--- src/rtl/sync_fifo_ecc_ctrl.sv ---
// Synchronous FIFO controller for an external dual-port RAM with SECDED protection.
// Optional `FIFO_ECC_INJECT_EN adds inj_sbe/inj_dbe inputs that corrupt the written codeword.
module sync_fifo_ecc_ctrl #(
  parameter int DATA_WIDTH = 32,
  parameter int ADDR_WIDTH = 4,
  localparam int P = (DATA_WIDTH <= 4)  ? 3 :
                     (DATA_WIDTH <= 11) ? 4 :
                     (DATA_WIDTH <= 26) ? 5 :
                     (DATA_WIDTH <= 57) ? 6 : 7,
  localparam int CW = DATA_WIDTH + P + 1
) (
  input  logic                  clk,
  input  logic                  hw_rst,
`ifdef FIFO_ECC_INJECT_EN
  input  logic                  inj_sbe,
  input  logic                  inj_dbe,
`endif
  input  logic                  wr_en,
  input  logic [DATA_WIDTH-1:0] wr_data,
  input  logic                  rd_en,
  output logic [DATA_WIDTH-1:0] rd_data,
  output logic                  rd_valid,
  output logic                  full,
  output logic                  empty,
  output logic [ADDR_WIDTH:0]   count,
  output logic                  wr_err,
  output logic                  rd_err,
  output logic                  sbe,
  output logic                  dbe,
  output logic [15:0]           sbe_cnt,
  output logic [15:0]           dbe_cnt,
  output logic                  mem_we,
  output logic [ADDR_WIDTH:0]   mem_wr_ptr,
  output logic [CW-1:0]         mem_din,
  output logic                  mem_re,
  output logic [ADDR_WIDTH:0]   mem_rd_ptr,
  input  logic [CW-1:0]         mem_dout,
  output logic                  mem_full,
  output logic                  mem_empty
);

  localparam int N = DATA_WIDTH + P;

  // Hamming positions are 1-based; codeword bit (pos-1) holds position pos.
  function automatic logic [CW-1:0] ecc_encode(input logic [DATA_WIDTH-1:0] d);
    logic [N-1:0] cw;
    logic         par;
    int           j;
    cw = '0;
    j  = 0;
    for (int pos = 1; pos <= N; pos++) begin
      if ((pos & (pos - 1)) != 0) begin
        cw[pos-1] = d[j];
        j++;
      end
    end
    for (int k = 0; k < P; k++) begin
      par = 1'b0;
      for (int pos = 1; pos <= N; pos++)
        if (pos[k]) par ^= cw[pos-1];
      cw[(1 << k) - 1] = par;
    end
    return {^cw, cw};
  endfunction

  function automatic logic [P-1:0] ecc_syndrome(input logic [CW-1:0] c);
    logic [P-1:0] s;
    s = '0;
    for (int pos = 1; pos <= N; pos++)
      if (c[pos-1]) s ^= pos[P-1:0];
    return s;
  endfunction

  function automatic logic [CW-1:0] ecc_correct(input logic [CW-1:0] c, input logic [P-1:0] s);
    logic [CW-1:0] f;
    f = c;
    for (int pos = 1; pos <= N; pos++)
      if (s == pos[P-1:0]) f[pos-1] = ~f[pos-1];
    if (s == '0) f[CW-1] = ~f[CW-1];
    return f;
  endfunction

  function automatic logic [DATA_WIDTH-1:0] ecc_extract(input logic [CW-1:0] c);
    logic [DATA_WIDTH-1:0] d;
    int                    j;
    d = '0;
    j = 0;
    for (int pos = 1; pos <= N; pos++) begin
      if ((pos & (pos - 1)) != 0) begin
        d[j] = c[pos-1];
        j++;
      end
    end
    return d;
  endfunction

  function automatic logic [15:0] sat_inc(input logic [15:0] v);
    return (v == 16'hFFFF) ? v : v + 16'd1;
  endfunction

  logic [ADDR_WIDTH:0] wr_ptr_q, wr_ptr_d, rd_ptr_q, rd_ptr_d;
  logic                push, pop;

  assign full      = (wr_ptr_q ^ rd_ptr_q) == {1'b1, {ADDR_WIDTH{1'b0}}};
  assign empty     = (wr_ptr_q == rd_ptr_q);
  assign count     = wr_ptr_q - rd_ptr_q;
  assign push      = wr_en & ~full;
  assign pop       = rd_en & ~empty;
  assign wr_ptr_d  = wr_ptr_q + {{ADDR_WIDTH{1'b0}}, push};
  assign rd_ptr_d  = rd_ptr_q + {{ADDR_WIDTH{1'b0}}, pop};

  assign mem_we     = push;
  assign mem_re     = pop;
  assign mem_wr_ptr = wr_ptr_q;
  assign mem_rd_ptr = rd_ptr_q;
  assign mem_full   = full;
  assign mem_empty  = empty;

`ifdef FIFO_ECC_INJECT_EN
  logic [CW-1:0] inj_mask;
  always_comb begin
    inj_mask = '0;
    if (inj_dbe)      inj_mask[1:0] = 2'b11;
    else if (inj_sbe) inj_mask[0]   = 1'b1;
  end
  assign mem_din = ecc_encode(wr_data) ^ inj_mask;
`else
  assign mem_din = ecc_encode(wr_data);
`endif

  logic wr_err_q, rd_err_q;

  always_ff @(posedge clk or posedge hw_rst) begin
    if (hw_rst) begin
      wr_ptr_q <= '0;
      rd_ptr_q <= '0;
      wr_err_q <= 1'b0;
      rd_err_q <= 1'b0;
    end else begin
      wr_ptr_q <= wr_ptr_d;
      rd_ptr_q <= rd_ptr_d;
      wr_err_q <= wr_en & full;
      rd_err_q <= rd_en & empty;
    end
  end

  assign wr_err = wr_err_q;
  assign rd_err = rd_err_q;

  // Stage 0: RAM read in flight; stage 1: RAM data captured; stage 2: decoded outputs.
  logic          vld_p0_q, vld_p1_q;
  logic [CW-1:0] dout_p1_q;

  always_ff @(posedge clk) begin
    if (vld_p0_q) dout_p1_q <= mem_dout;
  end

  logic [P-1:0]          syn_p1;
  logic                  par_p1, dec_sbe, dec_dbe;
  logic [DATA_WIDTH-1:0] dec_data;

  always_comb begin
    syn_p1   = ecc_syndrome(dout_p1_q);
    par_p1   = ^dout_p1_q;
    dec_sbe  = par_p1;
    dec_dbe  = ~par_p1 & (syn_p1 != '0);
    dec_data = par_p1 ? ecc_extract(ecc_correct(dout_p1_q, syn_p1)) : ecc_extract(dout_p1_q);
  end

  logic                  rd_valid_q, sbe_q, dbe_q;
  logic [DATA_WIDTH-1:0] rd_data_q;
  logic [15:0]           sbe_cnt_q, dbe_cnt_q;

  always_ff @(posedge clk or posedge hw_rst) begin
    if (hw_rst) begin
      vld_p0_q   <= 1'b0;
      vld_p1_q   <= 1'b0;
      rd_valid_q <= 1'b0;
      rd_data_q  <= '0;
      sbe_q      <= 1'b0;
      dbe_q      <= 1'b0;
      sbe_cnt_q  <= '0;
      dbe_cnt_q  <= '0;
    end else begin
      vld_p0_q   <= pop;
      vld_p1_q   <= vld_p0_q;
      rd_valid_q <= vld_p1_q;
      sbe_q      <= vld_p1_q & dec_sbe;
      dbe_q      <= vld_p1_q & dec_dbe;
      if (vld_p1_q) begin
        rd_data_q <= dec_data;
        if (dec_sbe) sbe_cnt_q <= sat_inc(sbe_cnt_q);
        if (dec_dbe) dbe_cnt_q <= sat_inc(dbe_cnt_q);
      end
    end
  end

  assign rd_valid = rd_valid_q;
  assign rd_data  = rd_data_q;
  assign sbe      = sbe_q;
  assign dbe      = dbe_q;
  assign sbe_cnt  = sbe_cnt_q;
  assign dbe_cnt  = dbe_cnt_q;

endmodule

--- config.mk ---
export PLATFORM = sky130hd
export DESIGN_NAME = sync_fifo_ecc_ctrl
export DESIGN_NICKNAME = d
export VERILOG_FILES = /design/src/rtl/sync_fifo_ecc_ctrl.sv
export SDC_FILE = /design/constraint.sdc
export NUM_CORES = 1
export LEC_CHECK = 0
export BUFFER_PORTS_ARGS = -buffer_cell sky130_fd_sc_hd__buf_2
export CAP_MARGIN = 20
export CORE_MARGIN = 5
export CORE_UTILIZATION = 56
export DETAILED_ROUTE_END_ITERATION = 10
export MAX_ROUTING_LAYER = met4
export PLACE_DENSITY = 0.86
export RECOVER_POWER = 100
export SYNTH_ARGS = -nofsm -noshare
export SYNTH_HDL_FRONTEND = slang
export SYNTH_SLANG_ARGS = --single-unit
--- constraint.sdc ---
create_clock -name clk -period 4.72 [get_ports clk]
set_input_delay 1.416 -clock clk [delete_from_list [all_inputs] [get_ports clk]]
set_output_delay 1.416 -clock clk [all_outputs]
set_load 0.1 [all_outputs]
======== After elaboration in Yosys (flattened, before gate mapping) ========
Cells that the tools add are included.
W data, S select, Z words.
operators by class
  add/sub/neg operators ................... 5
  equality and inequality tests ........... 36
  multiplexer cells ....................... 71
  bitwise operators ....................... 166
  reduce and logical (&&, ||, !) cells .... 5
operators with widths
  operator                 count
  $eq A6 B5 Y1 const B     15
  $xor A1 B1 Y1            84
  $mux W5                  16
  $eq A6 B4 Y1 const B     7
  $mux W6                  7
  $not A3 Y3               13
  $reduce_xor A39 Y1       1
  $reduce_xor A38 Y1       1
  $not A1 Y1               37
  $eq A6 B6 Y1 const B     6
  $mux W1                  33
  $add A16 B1 Y16 const B  2
  $eq A16 B16 Y1 const B   2
  $mux W32                 1
  $mux W4                  8
  $not A2 Y2               13
  $not A4 Y4               5
  $eq A6 B3 Y1 const B     3
  $mux W3                  4
  $add A5 B1 Y5            2
  $and A1 B1 Y1            7
  $eq A6 B2 Y1 const B     1
  $reduce_and A3 Y1        2
  $reduce_bool A6 Y1       1
  7 further kinds          12
storage, ports and cells
  bits in registers ....................... 120
  input bits .............................. 75
  word-level logic and storage cells ...... 296

======== Longest topological paths before layout ========
  depth in word-level cells ............... 73
  depth in mapped cells ................... 11

======== Least setup slack after synthesis ========
No wires, ideal clock.
  path type ............................... input -> output
  start ................................... in wr_data[10]
  end ..................................... out mem_din[38]
  arrival ................................. 5.654 ns
  data required time ...................... 3.304 ns
  setup slack ............................. -2.350 ns
  stages .................................. 7
  buffers on the path ..................... 0
  cell sequence ........................... xnor2_1 > xnor2_1 > xnor2_1 > xnor2_1 > xnor2_1 > xnor2_1 > xnor2_1
between the ends
  longest elaborated chain between the ends .. 13
ends and longest elaborated chain
  what                         RTL line  source
  from (decl)                  19        input logic [DATA_WIDTH-1:0] wr_data,
  $xor A1 B1 Y1 (12 in a row)  60        if (pos[k]) par ^= cw[pos-1];
  via mem_din[0]               34        output logic [CW-1:0] mem_din,
  $reduce_xor A38 Y1           63        return {^cw, cw};
  to (decl)                    34
The timed path passes the listed nets, and every way through them passes these cells.

======== Worst setup path after layout ========
  start ................................... in wr_data[24]
  end ..................................... out mem_din[38]
between the ends
  longest elaborated chain between the ends .. 6
ends and longest elaborated chain
  what                        RTL line
  $xor A1 B1 Y1 (5 in a row)  60
  $reduce_xor A38 Y1 *        63
Mark *: on every way between the ends. The rest lies on a longest branch, timed or not.

==> out/metrics.cfg <==
[die]
floorplan.die_area_mm2=0.0144
die-width_um=120
fp-row-count=40
fp.dieH_um=120
initial_core_util_pct=56.8
core_area_mm2=0.0119
io_pins=204

[global_routing]
grt_pass1_vias=5348
global_route.usage.total_pct=25.4
met3_usage_pct=6.31
antenna_found_initial=0
gr-total-overflow=0
met2_track_demand_over_resource_in_global_routing_pct=43.9
wire_length_of_the_first_global_routing_pass_mm=27.7
use_met1_pct=29.7
global_route.peak_usage_layer=met2
grt_max_degree=71

[worst_setup_path]
cells_along_the_critical_path=buf_2, xnor2_2, xor2_1, xnor3_2, xnor2_2, xnor2_2, xnor2_4, buf_12
critical_path_depth=8
regToRegSetupSlack_ns=1.01
path_max_fanout=3
worstReg2RegEnd=rd_data[14]
critical_path.endpoint_type=output port
cp_data_arrival_time_ns=3.27
cp_data_required_time_ns=3.30
critical_path.slowest_cell=sky130_fd_sc_hd__xnor3_2
reg2regPathDepth=8
timing.critical_path.max_delay_family=XOR/XNOR gates
crit_path_start_kind=input pin
critical-path-top-cell-by-count=sky130_fd_sc_hd__xnor2_2
rr_startpoint=dout_p1_q[24]
path_class=in -> out
timing.critical_path.slowest_cell_delay_ns=0.49
bufs_and_invs_on_worst_path=2

[yosys]
syn-instance-count=593
total_standard_cell_area_after_synthesis_mm2=0.00677
top_post_synthesis_cells_by_area=sky130_fd_sc_hd__dfrtp_1 30%, sky130_fd_sc_hd__xnor2_1 18%, sky130_fd_sc_hd__edfxtp_1 17%
seq_area_frac_synth_pct=47.2
syn_avg_cell_area_um2=11.4
synth_top_cell_by_area=sky130_fd_sc_hd__dfrtp_1
synth.net_count=679
yosys.area.top_type_share_pct=29.9
yosys_warnings=0
synth-seq-cells=120
yosysUniqueCellTypes=37

[timing]
setup_viol=0
final_period_minus_worst_setup_slack_ns=4.69
fin_crit_sh_pct=99.3
tightestPinTransition_ns=2.51
worst_slew_margin_rel_pct=-67.5
finalHoldViolations=0
clock-skew-final_ns=0.00965
clock.fmax_mhz=213
slew_violations=155

[final_layout]
num-fill-cells=877
antenna_diode_count=0
drive_above_1_share_pct=21.8
flow.area_growth_from_synthesis_pct=26.0
final_core_utilization_pct=71.6
finish.net_count=863
multiInputGateArea_mm2=0.00347
final-instance-count-excl-fill=937
regArea_mm2=0.00320

[clock_network]
cts_clk_pin_slew_worst_paths_ns=0.05
cts_tree=yes
h-tree-depth=4
numCtsBuffers=17
cts_sinks=120
cell_chosen_for_the_clock_root=sky130_fd_sc_hd__clkbuf_16
clk_path_buf_depth=2
ctsHoldBuffers=0
clock_latency_ns=0.41

[detailed_routing]
drt_wl_total_mm=17.5
postRouteAntennaNets=0
via_count=5030
detail_route.drc_violations=0
avgViaCountPerCell=5.37
drt-initial-drc-count=321
drt_first_pass_iters=4
final_routed_wire_length_divided_by_cell_count_um=18.7

[min_path]
hold_end=dbe_cnt[7]
min_from=dbe_cnt[7]
hold_path_cells=1
hold_path.class=reg -> reg

[place]
placement.io_buffers=203
post-dp-hpwl_mm=12.6
place_inst=902
gpl.final_weighted_congestion=0.898

[outcome]
outcome=finished, violations left
failed_checks=max-capacitance violations, max-slew violations

[flow_run]
cap_viol_max_count=3

placed cells by master (no fill, tap or decap), drive strengths merged, types with 4 or more instances in the layout:
| cell | Yosys | layout |
|---|---|---|
| dfrtp | 81 | 81 |
| and3 | 7 | 7 |
| ha | 10 | 10 |
| nand3 | 13 | 13 |
| nand4 | 11 | 11 |
| buf | 41 | 106 |
| nor3 | 36 | 36 |
| mux2i | 7 | 7 |
| xnor3 | 15 | 15 |
| nand2 | 16 | 16 |
| and4 | 4 | 4 |
| inv | 11 | 11 |
| and2 | 5 | 5 |
| xor2 | 40 | 40 |
| edfxtp | 39 | 39 |
| nor2b | 6 | 6 |
| clkbuf | 10 | 134 |
| nor2 | 50 | 50 |
| xnor2 | 141 | 141 |
| a21oi | 36 | 36 |
stage by stage:
stage / area [um^2] / worst slack, ns / setup TNS (ns) / hold WS (ns)
floorplan: 6890 / -0.477 / -0.477 / 0.352
global placement: 7920 / -0.130 / -0.130 / 0.471
detailed placement: 7920 / -0.177 / -0.177 / 0.483
CTS: 8560 / 0.00310 / 0 / 0.494
global route: 8530 / -0.0130 / -0.0130 / 0.511
finish: 8530 / 0.0317 / 0 / 0.494
cell type report:
type | instances | area share, %
clock buffer | 24 | 5.65
clock inverter | 8 | 1.13
inverter | 11 | 0.499
multi-input combinational | 411 | 40.7
sequential | 120 | 37.5
tap | 147 | 2.16
timing repair buffer | 216 | 12.4
worst max path at each step:
| stage | endpoint | startpoint |
|---|---|---|
| 2_1_floorplan | mem_din[38] | wr_data[10] |
| 3_3_place_gp | mem_din[38] | wr_data[10] |
| 3_5_place_dp | mem_din[38] | wr_data[10] |
| 4_1_cts | mem_din[38] | wr_data[25] |
| 5_1_grt | mem_din[38] | wr_data[8] |
| 6_report | mem_din[38] | wr_data[24] |
worst register-to-register path: cells and delay by family, from the launching register on:
family,cells,cell delay (ns)
DFF,1,0.50
and+or+nand+nor,2,0.80
xor gates and xnor gates,5,2.09
AOI/OAI and AO/OA,1,0.09
cell families after synthesis:
kind of cell / after synthesis / synth area share (%)
mux: 10 / 1.53
simple gates: 152 / 11.2
fa+ha+maj: 11 / 2.14
compound gates: 41 / 3.29
flops: 120 / 47.2
xor+xnor: 197 / 28.9
buf+inv: 62 / 5.69
timing repair:
item | in CTS | in global routing
gates resized for setup | 8 | 17
buffers inserted | 0 | 2
setup endpoints to repair | 1 | 1
pin swaps | 0 | 6
state kept, by name, indices dropped and copies added, names as in the netlist:
signal      flops
dbe             1
dbe_cnt        16
dout_p1_q      39
mem_rd_ptr      5
mem_wr_ptr      5
rd_data        32
rd_err          1
rd_valid        1
sbe             1
sbe_cnt        16
vld_p0_q        1
vld_p1_q        1
wr_err          1
routing by layer:
| layer | share of wire [%] | vias to the layer above |
|---|---|---|
| met5 | 0 | - |
| met4 | 1.5 | 0 |
| met3 | 7.5 | 27 |
| met2 | 52 | 233 |
| met1 | 39 | 2443 |
| li1 | - | 2327 |
cells in the mapped netlist (all sizes together):
cell type,n
a21oi,36
inv,11
mux2,3
buf,41
and4,4
edfxtp,39
ha,10
xor3,1
nand3,13
mux2i,7
nor3b,2
a311o,1
and3,7
and2,5
nor2,50
o211a,1
a21o,3
nand4,11
xor2,40
xnor3,15
nand2,16
nor4b,1
and2b,1
clkbuf,10
dfrtp,81
nor3,36
xnor2,141
fa,1
nor2b,6
Power is not shown: default switching activity piles up to over one toggle a cycle in this logic, so the estimate is an artifact.
